### src/rtl/ps2_transceiver.sv
// ps2_transceiver: bidirectional PS/2 PHY with input sync/filter, RX FIFO and host-to-device TX.
// Rev 1.0 - initial release.
`default_nettype none

module ps2_transceiver #(
  parameter int CLK_HZ      = 50_000_000,
  parameter int FIFO_DEPTH  = 8,
  parameter int FILTER_LEN  = 8,
  parameter int FRAME_TO_US = 2000,
  parameter int INHIBIT_US  = 120,
  parameter int TX_TO_US    = 15000
) (
  input  logic       clkin,
  input  logic       rst,
  output logic [7:0] rx_data,
  output logic       rx_valid,
  input  logic       rx_ready,
  output logic       rx_err,
  output logic       rx_overflow,
  input  logic [7:0] tx_data,
  input  logic       tx_valid,
  output logic       tx_ready,
  output logic       tx_done,
  output logic       tx_err,
  input  logic       device_clk,
  input  logic       device_dat,
  output logic       device_clk_oe,
  output logic       device_dat_oe
);

  localparam int          CYC_PER_US   = CLK_HZ / 1_000_000;
  localparam logic [31:0] FRAME_TO_CYC = 32'(CYC_PER_US * FRAME_TO_US);
  localparam logic [31:0] INHIBIT_CYC  = 32'(CYC_PER_US * INHIBIT_US);
  localparam logic [31:0] TX_TO_CYC    = 32'(CYC_PER_US * TX_TO_US);
  localparam int          FW           = $clog2(FILTER_LEN + 1);
  localparam logic [FW-1:0] FILT_MAX   = FW'(FILTER_LEN - 1);
  localparam int          AW           = $clog2(FIFO_DEPTH);
  localparam logic [AW:0] DEPTH_C      = (AW+1)'(FIFO_DEPTH);

  // ---------------- input synchronisers and glitch filters (bit 0 = clk, bit 1 = dat)
  logic [1:0]    sync1_q, sync2_q, filt_q;
  logic [FW-1:0] fcnt_q [2];
  logic          filt_clk_prev_q;

  always_ff @(posedge clkin or posedge rst) begin
    if (rst) begin
      sync1_q         <= 2'b11;
      sync2_q         <= 2'b11;
      filt_q          <= 2'b11;
      filt_clk_prev_q <= 1'b1;
      for (int i = 0; i < 2; i++) fcnt_q[i] <= '0;
    end else begin
      sync1_q         <= {device_dat, device_clk};
      sync2_q         <= sync1_q;
      filt_clk_prev_q <= filt_q[0];
      for (int i = 0; i < 2; i++) begin
        // The filtered line only follows after FILTER_LEN consecutive differing samples.
        if (sync2_q[i] == filt_q[i]) begin
          fcnt_q[i] <= '0;
        end else if (fcnt_q[i] == FILT_MAX) begin
          filt_q[i] <= sync2_q[i];
          fcnt_q[i] <= '0;
        end else begin
          fcnt_q[i] <= fcnt_q[i] + 1'b1;
        end
      end
    end
  end

  logic w_event, w_dat;
  assign w_event = filt_clk_prev_q & ~filt_q[0];
  assign w_dat   = filt_q[1];

  // ---------------- protocol FSM
  typedef enum logic [2:0] {
    S_IDLE, S_RX, S_TX_INHIBIT, S_TX_REQ, S_TX_BITS, S_TX_ACK
  } state_t;

  state_t      state_q, state_d;
  logic [3:0]  bit_cnt_q, bit_cnt_d;
  logic [7:0]  shift_q, shift_d;
  logic [8:0]  tx_shift_q, tx_shift_d;
  logic [31:0] timer_q, timer_d;
  logic        par_ok_q, par_ok_d;
  logic        clk_oe_q, clk_oe_d, dat_oe_q, dat_oe_d;
  logic        push_q, push_d;
  logic        rx_err_q, rx_err_d, tx_done_q, tx_done_d, tx_err_q, tx_err_d;
  logic        w_tx_ready;

  always_ff @(posedge clkin or posedge rst) begin
    if (rst) begin
      state_q    <= S_IDLE;
      bit_cnt_q  <= '0;
      shift_q    <= '0;
      tx_shift_q <= '0;
      timer_q    <= '0;
      par_ok_q   <= 1'b0;
      clk_oe_q   <= 1'b0;
      dat_oe_q   <= 1'b0;
      push_q     <= 1'b0;
      rx_err_q   <= 1'b0;
      tx_done_q  <= 1'b0;
      tx_err_q   <= 1'b0;
    end else begin
      state_q    <= state_d;
      bit_cnt_q  <= bit_cnt_d;
      shift_q    <= shift_d;
      tx_shift_q <= tx_shift_d;
      timer_q    <= timer_d;
      par_ok_q   <= par_ok_d;
      clk_oe_q   <= clk_oe_d;
      dat_oe_q   <= dat_oe_d;
      push_q     <= push_d;
      rx_err_q   <= rx_err_d;
      tx_done_q  <= tx_done_d;
      tx_err_q   <= tx_err_d;
    end
  end

  always_comb begin
    state_d    = state_q;
    bit_cnt_d  = bit_cnt_q;
    shift_d    = shift_q;
    tx_shift_d = tx_shift_q;
    timer_d    = timer_q + 32'd1;
    par_ok_d   = par_ok_q;
    clk_oe_d   = clk_oe_q;
    dat_oe_d   = dat_oe_q;
    push_d     = 1'b0;
    rx_err_d   = 1'b0;
    tx_done_d  = 1'b0;
    tx_err_d   = 1'b0;
    w_tx_ready = 1'b0;

    unique case (state_q)
      S_IDLE: begin
        timer_d  = '0;
        clk_oe_d = 1'b0;
        dat_oe_d = 1'b0;
        // A start bit beats a simultaneous TX request; the request stays pending.
        if (w_event && !w_dat) begin
          state_d   = S_RX;
          bit_cnt_d = '0;
        end else begin
          w_tx_ready = 1'b1;
          if (tx_valid) begin
            state_d    = S_TX_INHIBIT;
            tx_shift_d = {~^tx_data, tx_data};
            clk_oe_d   = 1'b1;
          end
        end
      end

      S_RX: begin
        if (w_event) begin
          timer_d   = '0;
          bit_cnt_d = bit_cnt_q + 4'd1;
          if (bit_cnt_q < 4'd8) begin
            shift_d = {w_dat, shift_q[7:1]};
          end else if (bit_cnt_q == 4'd8) begin
            par_ok_d = ^{shift_q, w_dat};
          end else begin
            state_d = S_IDLE;
            if (w_dat && par_ok_q) push_d   = 1'b1;
            else                   rx_err_d = 1'b1;
          end
        end else if (timer_q >= FRAME_TO_CYC - 32'd1) begin
          rx_err_d = 1'b1;
          state_d  = S_IDLE;
        end
      end

      S_TX_INHIBIT: begin
        clk_oe_d = 1'b1;
        if (timer_q >= INHIBIT_CYC - 32'd1) begin
          clk_oe_d  = 1'b0;
          dat_oe_d  = 1'b1;
          timer_d   = '0;
          bit_cnt_d = '0;
          state_d   = S_TX_REQ;
        end
      end

      S_TX_REQ, S_TX_BITS: begin
        if (w_event) begin
          state_d = S_TX_BITS;
          if (bit_cnt_q < 4'd9) begin
            dat_oe_d   = ~tx_shift_q[0];
            tx_shift_d = {1'b0, tx_shift_q[8:1]};
            bit_cnt_d  = bit_cnt_q + 4'd1;
          end else begin
            dat_oe_d = 1'b0;
            state_d  = S_TX_ACK;
          end
        end else if (timer_q >= TX_TO_CYC - 32'd1) begin
          clk_oe_d = 1'b0;
          dat_oe_d = 1'b0;
          tx_err_d = 1'b1;
          state_d  = S_IDLE;
        end
      end

      S_TX_ACK: begin
        if (w_event || timer_q >= TX_TO_CYC - 32'd1) begin
          if (w_event && !w_dat) tx_done_d = 1'b1;
          else                   tx_err_d  = 1'b1;
          clk_oe_d = 1'b0;
          dat_oe_d = 1'b0;
          state_d  = S_IDLE;
        end
      end

      default: state_d = S_IDLE;
    endcase
  end

  // ---------------- RX FIFO
  logic [7:0] mem_q [FIFO_DEPTH];
  logic [AW:0] wr_q, rd_q;
  logic        w_full, w_pop, w_push, ovf_q;

  assign w_full = ((wr_q - rd_q) == DEPTH_C);
  assign w_pop  = rx_valid & rx_ready;
  assign w_push = push_q & (~w_full | w_pop);

  always_ff @(posedge clkin or posedge rst) begin
    if (rst) begin
      wr_q  <= '0;
      rd_q  <= '0;
      ovf_q <= 1'b0;
    end else begin
      if (w_push) wr_q <= wr_q + 1'b1;
      if (w_pop)  rd_q <= rd_q + 1'b1;
      ovf_q <= push_q & w_full & ~w_pop;
    end
  end

  // Frame data stays in shift_q until the next frame begins, so it is written the cycle after the stop bit.
  always_ff @(posedge clkin) begin
    if (w_push) mem_q[wr_q[AW-1:0]] <= shift_q;
  end

  assign rx_data       = mem_q[rd_q[AW-1:0]];
  assign rx_valid      = (wr_q != rd_q);
  assign rx_err        = rx_err_q;
  assign rx_overflow   = ovf_q;
  assign tx_ready      = w_tx_ready;
  assign tx_done       = tx_done_q;
  assign tx_err        = tx_err_q;
  assign device_clk_oe = clk_oe_q;
  assign device_dat_oe = dat_oe_q;

endmodule

`default_nettype wire

### config.mk
export PLATFORM = sky130hd
export DESIGN_NAME = ps2_transceiver
export DESIGN_NICKNAME = d
export VERILOG_FILES = /design/src/rtl/ps2_transceiver.sv
export SDC_FILE = /design/constraint.sdc
export NUM_CORES = 1
export LEC_CHECK = 0
export ABC_AREA = 1
export BUFFER_PORTS_ARGS = -buffer_cell sky130_fd_sc_hd__buf_2
export CELL_PAD_IN_SITES_DETAIL_PLACEMENT = 0
export CELL_PAD_IN_SITES_GLOBAL_PLACEMENT = 1
export CORE_ASPECT_RATIO = 0.6
export CORE_MARGIN = 2
export CORE_UTILIZATION = 48
export CTS_BUF_LIST = sky130_fd_sc_hd__clkbuf_16
export DETAILED_ROUTE_END_ITERATION = 8
export PLACE_DENSITY = 0.87
export SYNTH_ARGS = -nofsm -noshare
export SYNTH_HDL_FRONTEND = slang
export SYNTH_SLANG_ARGS = --single-unit
### constraint.sdc
create_clock -name clkin -period 3.5 [get_ports clkin]
set_input_delay 0.35 -clock clkin [delete_from_list [all_inputs] [get_ports clkin]]
set_output_delay 0.35 -clock clkin [all_outputs]
set_load 0.03 [all_outputs]
==> reports/metrics.cfg, run 1 <==
[synthesis]
synth_ff_type=dfrtp_1
synth_cell_type_count=47
synthCells=792
synth-edff-count=64
avgSynthCellArea_um2=9.41
yosysWarnings=0
syn_area_um2=7450
synth_nets=817
synth-seq-area-share=0.551
synthArstFlopShare=0.576
yosys_register_bits=151

[power]
power_density_nw_per_um2=767
ir_drop_v=0.000421
p_leak_nw=3.71

[clock_network]
clkTransAtPathRegs_ns=0.07
root_buffer=clkbuf_16
clock_sinks=151
numCtsBuffers=17
ctsHoldBuffers=0
cts.repair.resized=0
h-tree-depth=4
cts_setup_buffers=0
clock_latency_ns=0.43
cts_max_path_buffers=2
cts_tree=built

[worst_setup_path]
startpoint_type=flip-flop
reg2reg_depth=9
critPathRequiredTime_ns=3.55
cpMaxStageDelayCell=nor2_1
critPathTopFamily=simple AND/OR/NAND/NOR gates
crit_fanout=18
critPathCaptureType=flip-flop
crit_type=flip-flop to flip-flop
worstPathArrival_ns=3.01
crit_chain=clkinv_1, ha_1, inv_1, o21bai_1, a21oi_1, xnor2_1, nand4_1, nand2_1, nor2_1
worst-path-buf-inv=2
cpPeakStageDelay_ns=0.64
timing.rr.start=rd_q[1]
reg2reg_slack_ns=0.54
worstReg2RegEnd=mem_q[7][0]

[sta]
skew_ns=0.0136
min_period_ns=2.96
finalMaxSlewViolations=0
max_freq_ghz=0.338
finalHoldViolCount=0
fin_crit_sh=0.846
rsz0062_at_grt=false
relSlewSlack=0.432
tns_ns=0
tightest_slew_ns=0.851
setup_viol=0

[run]
drv_cap=0

[min_path]
hp-class=input pin to flip-flop
hold_start=device_dat
worst_hold_path.endpoint=sync1_q[1]
hold-path-cell-count=1

[finish]
layout_commonest_cell=nor2_1
drive_above_1_share=0.140
final_cell_mix=153 x nor2_1, 138 x nand2_1, 80 x dfrtp_1, 68 x inv_1, 64 x edfxtp_1
nNetsFinal=861
syn2layout_area_growth_pct=13.1
finish.utilization=0.552
diodes=0

[routing]
drt_wl_total_um=17000
ant_nets=0
vias=5559
via_per_inst=5.28
wl_per_cell_um=16.1
first_pass_iters=5
drc_errors=0
drtIter0Drc=622

[global_route]
overflow=0
grt_pass1_wl_um=27700
grt_max_degree=57
grt_usage=0.221
antenna_found_initial=0
grt_pass1_vias=5089

[die]
die_area_um2=16600
io_pins=30
die_x_um=165
initial_core_util=0.488
die_h_um=101
core-area_um2=15300
rows=35

[place]
place_congestion=0.882
dp_hpwl_um=12000
port_buffers=29

[outcome]
outcome=complete, no violations

[how the worst max path moves through the flow]
| stage | start | to | slack [ns] | cells after the start |
|---|---|---|---|---|
| 2_1_floorplan | rd_q[1] | mem_q[0][0] | 0.41 | 11 |
| 3_3_place_gp | rd_q[1] | mem_q[7][4] | 0.70 | 9 |
| 3_5_place_dp | rd_q[1] | mem_q[7][0] | 0.56 | 9 |
| 4_1_cts | rd_q[1] | mem_q[7][0] | 0.56 | 9 |
| 5_1_grt | rd_q[1] | mem_q[7][0] | 0.19 | 9 |
| 6_report | rd_q[1] | mem_q[7][0] | 0.54 | 9 |
[layer usage]
| metal | part of all wire | track usage |
|---|---|---|
| met5 | 0 | 0 |
| met4 | 0.011 | 0.0569 |
| met3 | 0.097 | 0.0465 |
| met2 | 0.37 | 0.280 |
| met1 | 0.52 | 0.372 |
[synth_stat cells (3+ instances only)]
cell,n,share of area
o21ai_0,45,0.030
nand4_1,12,0.010
a21oi_1,15,0.010
clkbuf_1,8,0.0040
o22ai_1,8,0.0067
buf_2,3,0.0020
xor2_1,21,0.025
nand2_4,3,0.0045
inv_1,69,0.035
mux2_2,7,0.011
nor2_4,4,0.0060
edfxtp_1,64,0.26
o211ai_1,3,0.0030
ha_1,11,0.018
xnor2_1,25,0.029
a31oi_2,6,0.010
nor4_1,5,0.0042
dfstp_2,7,0.025
a31oi_1,8,0.0067
nand2_1,138,0.069
nor3_1,22,0.015
nand3_1,38,0.026
inv_2,4,0.0020
o21bai_1,4,0.0040
nor2_1,153,0.077
nor2_8,3,0.0081
dfrtp_1,80,0.27
[state kept, by name, indices dropped and copies added, names as in the netlist, 2 cells and up]
signal,flops
bit_cnt_q,4
fcnt_q,8
filt_q,2
mem_q,64
rd_q,4
shift_q,8
state_q,3
sync1_q,2
sync2_q,2
timer_q,32
tx_shift_q,9
wr_q,4
[metrics by stage]
step	area, um^2	std cells	hold WS, ns	power (mW)	setup slack, ns
floorplan	7450	792	0.345	4.16	0.413
global placement	7850	1020	0.346	4.69	0.697
detailed placement	7850	1020	0.355	4.68	0.562
CTS	8430	1052	0.0141	6.48	0.559
global route	8430	1052	0.00930	6.90	0.191
finish	8430	1052	0.0249	6.46	0.540
[where the power goes]
part	internal, mW	switching [mW]	total [mW]
sequential	2.04	0.180	2.22
combinational	0.776	1.68	2.45
clock	0.955	0.835	1.79
total	3.77	2.69	6.46
[area by class of cell]
cell class,instances,area [um^2]
clock buffers,17,425
well taps,203,254
inverters,75,284
repair buffers,40,228
multi-input cells,551,2980
clock inverters,15,153
fillers,1304,6850
flip-flops and latches,151,4110
[kinds of logic (layout without fill, tap and decap cells)]
| family | Yosys count | count (layout) | share of synthesized area |
|---|---|---|---|
| adders and majority gates | 11 | 11 | 0.0185 |
| DFF | 151 | 151 | 0.551 |
| xor gates and xnor gates | 46 | 46 | 0.0540 |
| AOI/OAI and AO/OA | 98 | 98 | 0.0831 |
| buffers and inverters | 90 | 147 | 0.0493 |
| and+or+nand+nor | 389 | 389 | 0.233 |
| muxes | 7 | 7 | 0.0106 |
[worst reg2reg max path, cell delays in order, from the launching register on]
cell	delay, ns
dfrtp_1	0.61
clkinv_1	0.18
ha_1	0.32
inv_1	0.04
o21bai_1	0.20
a21oi_1	0.11
xnor2_1	0.13
nand4_1	0.10
nand2_1	0.26
nor2_1	0.64
No activity file was read; power rests on OpenSTA's default activity.
==> inputs of run 2 (changes only) <==
- ABC_AREA: 1 -> 0
- CORE_UTILIZATION: 48 -> 46
- PLACE_DENSITY: 0.87 -> 0.84
- clock period: 3.5 -> 2.5 ns (I/O delays scaled with it)
==> reports/metrics.cfg, run 2 <==
[outcome]
outcome=complete, no violations

[clock_network]
root_buffer=clkbuf_16
numCtsBuffers=17  ; unchanged
clkTransAtPathRegs_ns=0.07  ; about the same
clock_latency_ns=0.42  ; about the same
cts_tree=built
cts_max_path_buffers=2  ; unchanged
h-tree-depth=4  ; unchanged
clock_sinks=151  ; unchanged

[worst_setup_path]
crit_type=flip-flop to flip-flop
critPathCaptureType=flip-flop
worstPathArrival_ns=2.57  ; -0.44 ns
critPathRequiredTime_ns=2.68  ; -0.87 ns
crit_fanout=8  ; -10
startpoint_type=flip-flop

[finish]
syn2layout_area_growth_pct=18.6
drive_above_1_share=0.245  ; +0.105
largest_register_ffs=64  ; unchanged
diodes=0  ; unchanged
final_cell_mix=80 x dfrtp_1, 71 x nand2_1, 64 x edfxtp_1, 57 x nor2_1, 35 x xnor2_1
nNetsFinal=661  ; -23%
layout_commonest_cell=dfrtp_1
final_cell_area_um2=8420  ; about the same

[routing]
first_pass_iters=5  ; unchanged
ant_nets=0  ; unchanged
wl_per_cell_um=17.7  ; +9.7%
vias=4656  ; -16%
drt_wl_total_um=15100  ; -11%
drc_errors=0  ; unchanged
via_per_inst=5.46  ; +3.4%
drtIter0Drc=346  ; -44%

[power]
p_total_mw=7.98  ; +24%
power_density_nw_per_um2=948  ; +24%
ir_drop_v=0.000582  ; +38%
p_leak_nw=3.39  ; -8.7%

[global_route]
grt_max_degree=37  ; -35%
grt_use_met3=0.0500  ; +0.00352
overflow=0  ; unchanged
grt_pass1_wl_um=24900  ; -10%
antenna_found_initial=0  ; unchanged
grt_usage=0.199  ; -0.0220
met1_usage=0.309  ; -0.0621
grt_pass1_vias=4680  ; -8.0%
met2_usage=0.273  ; -0.00708
grt_most_used_layer=met1

[place]
place_congestion=0.831  ; -5.8%
port_buffers=29  ; unchanged
placedInstanceArea_um2=7710  ; -1.8%
dp_slack_ns=0.0268  ; -0.535 ns
dp_hpwl_um=10500  ; -12%

[synthesis]
synth_nets=604  ; -26%
yosysMostFrequentCell=dfrtp_1
synth.area.top_cells=dfrtp_1 28%, edfxtp_1 27%, mux4_2 5.1%
synth_top_area_cell=dfrtp_1
avgSynthCellArea_um2=12.3  ; +30%
synthArstFlopShare=0.576  ; unchanged
syn_area_um2=7100  ; -4.7%
yosysWarnings=0  ; unchanged
synth-edff-count=64  ; unchanged
synth_common_cells=80 x dfrtp_1, 71 x nand2_1, 64 x edfxtp_1, 58 x nor2_1, 36 x xnor2_1
synthCells=579  ; -27%
synth_ff_type=dfrtp_1
yosysTopAreaCellShare=0.282  ; +0.0133
synth_cell_type_count=72  ; +53%
synth-seq-area-share=0.578  ; +0.0273
yosys_register_bits=151  ; unchanged

[sta]
min_period_ns=2.39  ; -0.570 ns
finalMaxSlewViolations=0  ; unchanged
rsz0062_at_grt=false
hold_ws_ns=0.156  ; +0.131 ns
skew_ns=0.0155  ; +0.00193 ns
relSlewSlack=0.453  ; +0.0202
fin_crit_sh=0.956  ; +0.110
max_freq_ghz=0.418  ; +24%
finalHoldViolCount=0  ; unchanged
fin_ws_ns=0.110  ; -0.430 ns
setup_viol=0  ; unchanged
tightest_slew_ns=0.818  ; -0.0325 ns

[min_path]
hp-class=input pin to flip-flop

[die]
core-area_um2=15200  ; -0.29%
initial_core_util=0.466  ; -0.0217
io_pins=30  ; unchanged
die_x_um=164  ; -0.28%
die_area_um2=16500  ; -0.55%
rows=35  ; unchanged
die_h_um=100  ; -0.27%

[run]
drv_cap=0  ; unchanged

==> run 2: cell count changes after synthesis, moves of 16 or more <==
cell     previous run  this run
inv_1              69        17
mux4_2              0        16
nand2_1           138        71
nand3_1            38        13
nor2_1            153        58
o21ai_0            45        15
==> run 2: kinds of logic after synthesis <==
logic type / share of synthesized area
and+or+nand+nor: 0.157
DFF: 0.578
AOI/OAI and AO/OA: 0.0683
xor gates and xnor gates: 0.0689
buffers and inverters: 0.0243
muxes: 0.0842
adders and majority gates: 0.0194
==> run 2: power by group <==
part | internal [mW] | switching, mW | total (mW) | leakage (nW)
Sequential | 2.83 | 0.273 | 3.11 | 1.74
Clock | 1.62 | 1.10 | 2.72 | 0.310
Combinational | 0.852 | 1.31 | 2.16 | 1.34
==> run 2: per-layer routing <==
metal  part of all wire  up-vias  routed length [um]
met3              0.057       22                 861
met4              0.013        0                 193
met2               0.42      128                6380
met5                  0        -                   0
li1                   -     2191                   -
met1               0.51     2315                7650
==> run 2: final timing paths <==
check,end,depth (start not counted),startpoint,slack [ns]
max,mem_q[3][6],9,rd_q[2],0.11
min,tx_shift_q[6],3,tx_data[6],0.16
max reg2reg,mem_q[3][6],9,rd_q[2],0.11
min reg2reg,sync2_q[1],0,sync1_q[1],0.36
max in group asynchronous,filt_q[1],4,rst,1.36
min in group asynchronous,rd_q[3],3,rst,0.40
==> run 2: cell type report <==
type	instances	area (um^2)
clock inverters	15	199
repair buffers	60	402
multi-input cells	388	2960
clock buffers	17	425
flip-flops and latches	151	4110
well taps	203	254
inverters	18	71.3
fillers	1269	6820
==> run 2: critical path: stages, from the launching register on <==
cell and delay [ns]:
dfrtp_1 0.35, clkinv_1 0.13, ha_4 0.33, a41oi_2 0.12, nand4b_1 0.25, o31ai_2 0.34
buf_4 0.19, buf_4 0.20, nor4b_4 0.07, buf_4 0.18
==> run 2: what timing repair did <==
action	CTS	global route
setup endpoints to repair	0	56
hold buffers	3	0
resized for setup	0	5
endpoints found under the hold margin	23	0
setup buffers	0	4
==> run 2: stage by stage <==
| step | TNS (ns) | util | std cells |
|---|---|---|---|
| after floorplan | -0.345 | - | 579 |
| after global placement | 0 | 0.506 | 813 |
| after detailed placement | 0 | 0.506 | 813 |
| after CTS | 0 | 0.549 | 848 |
| after global routing | 0 | 0.553 | 852 |
| final | 0 | 0.553 | 852 |
==> inputs of run 3 (changes only) <==
- BUFFER_PORTS_ARGS: -buffer_cell sky130_fd_sc_hd__buf_2 -> -buffer_cell sky130_fd_sc_hd__buf_4
==> reports/metrics.cfg, run 3 (synthesis gave the netlist of run 2 again) <==
[min_path]
hp-class=input pin to flip-flop
worst_hold_path.endpoint=tx_shift_q[4]
hold-path-cell-count=3  ; unchanged
hold_start=tx_data[4]

[worst_setup_path]
cpMaxStageDelayCell=dfrtp_1
crit_type=flip-flop to flip-flop
cpPeakStageDelay_ns=0.41  ; +0.06 ns
crit_fanout=8  ; unchanged
critPathCaptureType=flip-flop
reg2reg_depth=10  ; +1
critPathTopFamily=buffers and inverters
worstReg2RegEnd=mem_q[1][7]
critPathRequiredTime_ns=2.62  ; -0.06 ns
worst-path-buf-inv=4  ; unchanged
crit_chain=inv_4, ha_4, nor2b_1, o21a_1, nor3_2, o31ai_2, buf_4, buf_12, nor4_4, buf_4
timing.rr.start=rd_q[1]
worstPathArrival_ns=2.49  ; -0.08 ns
startpoint_type=flip-flop
reg2reg_slack_ns=0.13  ; +0.02 ns
path_common_cell=buf_4

[clock_network]
clkTransAtPathRegs_ns=0.07  ; about the same
clock_sinks=151  ; unchanged
h-tree-depth=4  ; unchanged
numCtsBuffers=17  ; unchanged
clock_latency_ns=0.42  ; about the same
cts_tree=built
root_buffer=clkbuf_16
cts_max_path_buffers=2  ; unchanged

[run]
drv_cap=0  ; unchanged

[place]
place_congestion=0.842  ; +1.4%
dp_cells=812  ; -0.12%
port_buffers=29  ; unchanged
dp_hpwl_um=10200  ; -3.4%

[power]
p_sw_frac=0.352  ; +0.0158
p_total_mw=7.83  ; -2.0%
p_leak_nw=3.38  ; -0.37%
power_density_nw_per_um2=927  ; -2.2%
p_sw_mw=2.75  ; +2.6%
p_int_mw=5.07  ; -4.3%
ir_drop_v=0.000558  ; -4.2%
p_comb_frac=0.279  ; +0.008
seq_power_share=0.394  ; +0.005
power.share.clock=0.327  ; -0.014

[finish]
largest_register_ffs=64  ; unchanged
nNetsFinal=658  ; -0.45%
diodes=0  ; unchanged
final_cell_mix=80 x dfrtp_1, 71 x nand2_1, 64 x edfxtp_1, 57 x nor2_1, 52 x buf_4
layoutNonFillerInstCount=849  ; -0.35%
syn2layout_area_growth_pct=18.8
drive_above_1_share=0.238  ; -0.00660
layout_commonest_cell=dfrtp_1

[sta]
skew_ns=0.00820  ; -0.00730 ns
finalHoldViolCount=0  ; unchanged
tightest_slew_ns=0.762  ; -0.0564 ns
max_freq_ghz=0.422  ; +0.96%
relSlewSlack=0.492  ; +0.0396
fin_crit_sh=0.947  ; -0.00909
setup_viol=0  ; unchanged
finalMaxSlewViolations=0  ; unchanged
min_period_ns=2.37  ; -0.0227 ns
rsz0062_at_grt=false

[routing]
vias=4619  ; -0.79%
first_pass_iters=5  ; unchanged
drc_errors=0  ; unchanged
via_per_inst=5.44  ; -0.44%
drt_wl_total_um=14900  ; -1.2%
ant_nets=0  ; unchanged
drtIter0Drc=439  ; +27%
wl_per_cell_um=17.6  ; -0.83%

[die]
die_h_um=100  ; unchanged
io_pins=30  ; unchanged
die_x_um=164  ; unchanged
initial_core_util=0.466  ; unchanged
die_area_um2=16500  ; unchanged
rows=35  ; unchanged
core-area_um2=15200  ; unchanged

[global_route]
grt_pass1_wl_um=24600  ; -1.2%
grt_max_degree=41  ; +11%
antenna_found_initial=0  ; unchanged
overflow=0  ; unchanged
grt_usage=0.195  ; -0.00409
grt_pass1_vias=4636  ; -0.94%

[outcome]
outcome=complete, no violations

==> run 3: worst max path at each step <==
stage,from,endpoint,slack (ns),cells after the start
floorplan,rd_q[1],mem_q[6][0],-0.04,10
global placement,rd_q[1],mem_q[5][1],0.14,8
detailed placement,rd_q[1],mem_q[1][5],0.07,9
CTS,rd_q[1],mem_q[1][7],0.008,9
global route,rd_q[1],mem_q[3][2],0.03,10
finish,rd_q[1],mem_q[1][7],0.13,10
==> run 3: per-stage QoR <==
stage,setup TNS [ns],setup WS (ns),instance area [um^2],hold WS [ns],util
CTS,0,0.00781,8420,0.119,0.552
global placement,0,0.137,7790,0.348,0.511
detailed placement,0,0.0691,7790,0.350,0.511
floorplan,-0.345,-0.0432,7250,0.254,-
finish,0,0.132,8440,0.130,0.554
global route,0,0.0258,8440,0.132,0.554
==> run 3: timing repair <==
item,in CTS,in global routing
setup buffers,0,2
resized for setup,0,1
hold endpoints to repair,36,0
hold buffers,3,0
endpoints found under the setup margin,0,24
==> run 3: layout make-up <==
cell class              count  area [um^2]
inverters                  18         71.3
fillers                  1226         6800
clock buffers              17          425
well taps                 203          254
flip-flops and latches    151         4110
clock inverters            15          175
repair buffers             57          460
multi-input cells         388         2940
==> run 3: tightest hold or removal path: cells and delay by family <==
kind	cells	cell delay, ns
AO/OA/AOI/OAI	1	0.11
buffers and inverters	1	0.09
multiplexers	1	0.06
==> run 3: power by group through the flow <==
stage	clock, mW	sequential, mW	combinational, mW
after detailed placement	0	3.13	2.17
after floorplan	0	3.05	1.68
after global routing	2.71	3.13	2.43
final	2.56	3.08	2.18
after CTS	2.61	3.08	2.19
after global placement	0	3.11	2.13
==> run 3: layer usage <==
metal | part of all wire | vias to the layer above | GRT usage
met1 | 0.51 | 2287 | 0.306
met5 | 0 | - | 0
met4 | 0.0070 | 0 | 0.0482
met3 | 0.064 | 10 | 0.0442
met2 | 0.42 | 142 | 0.272
li1 | - | 2180 | -
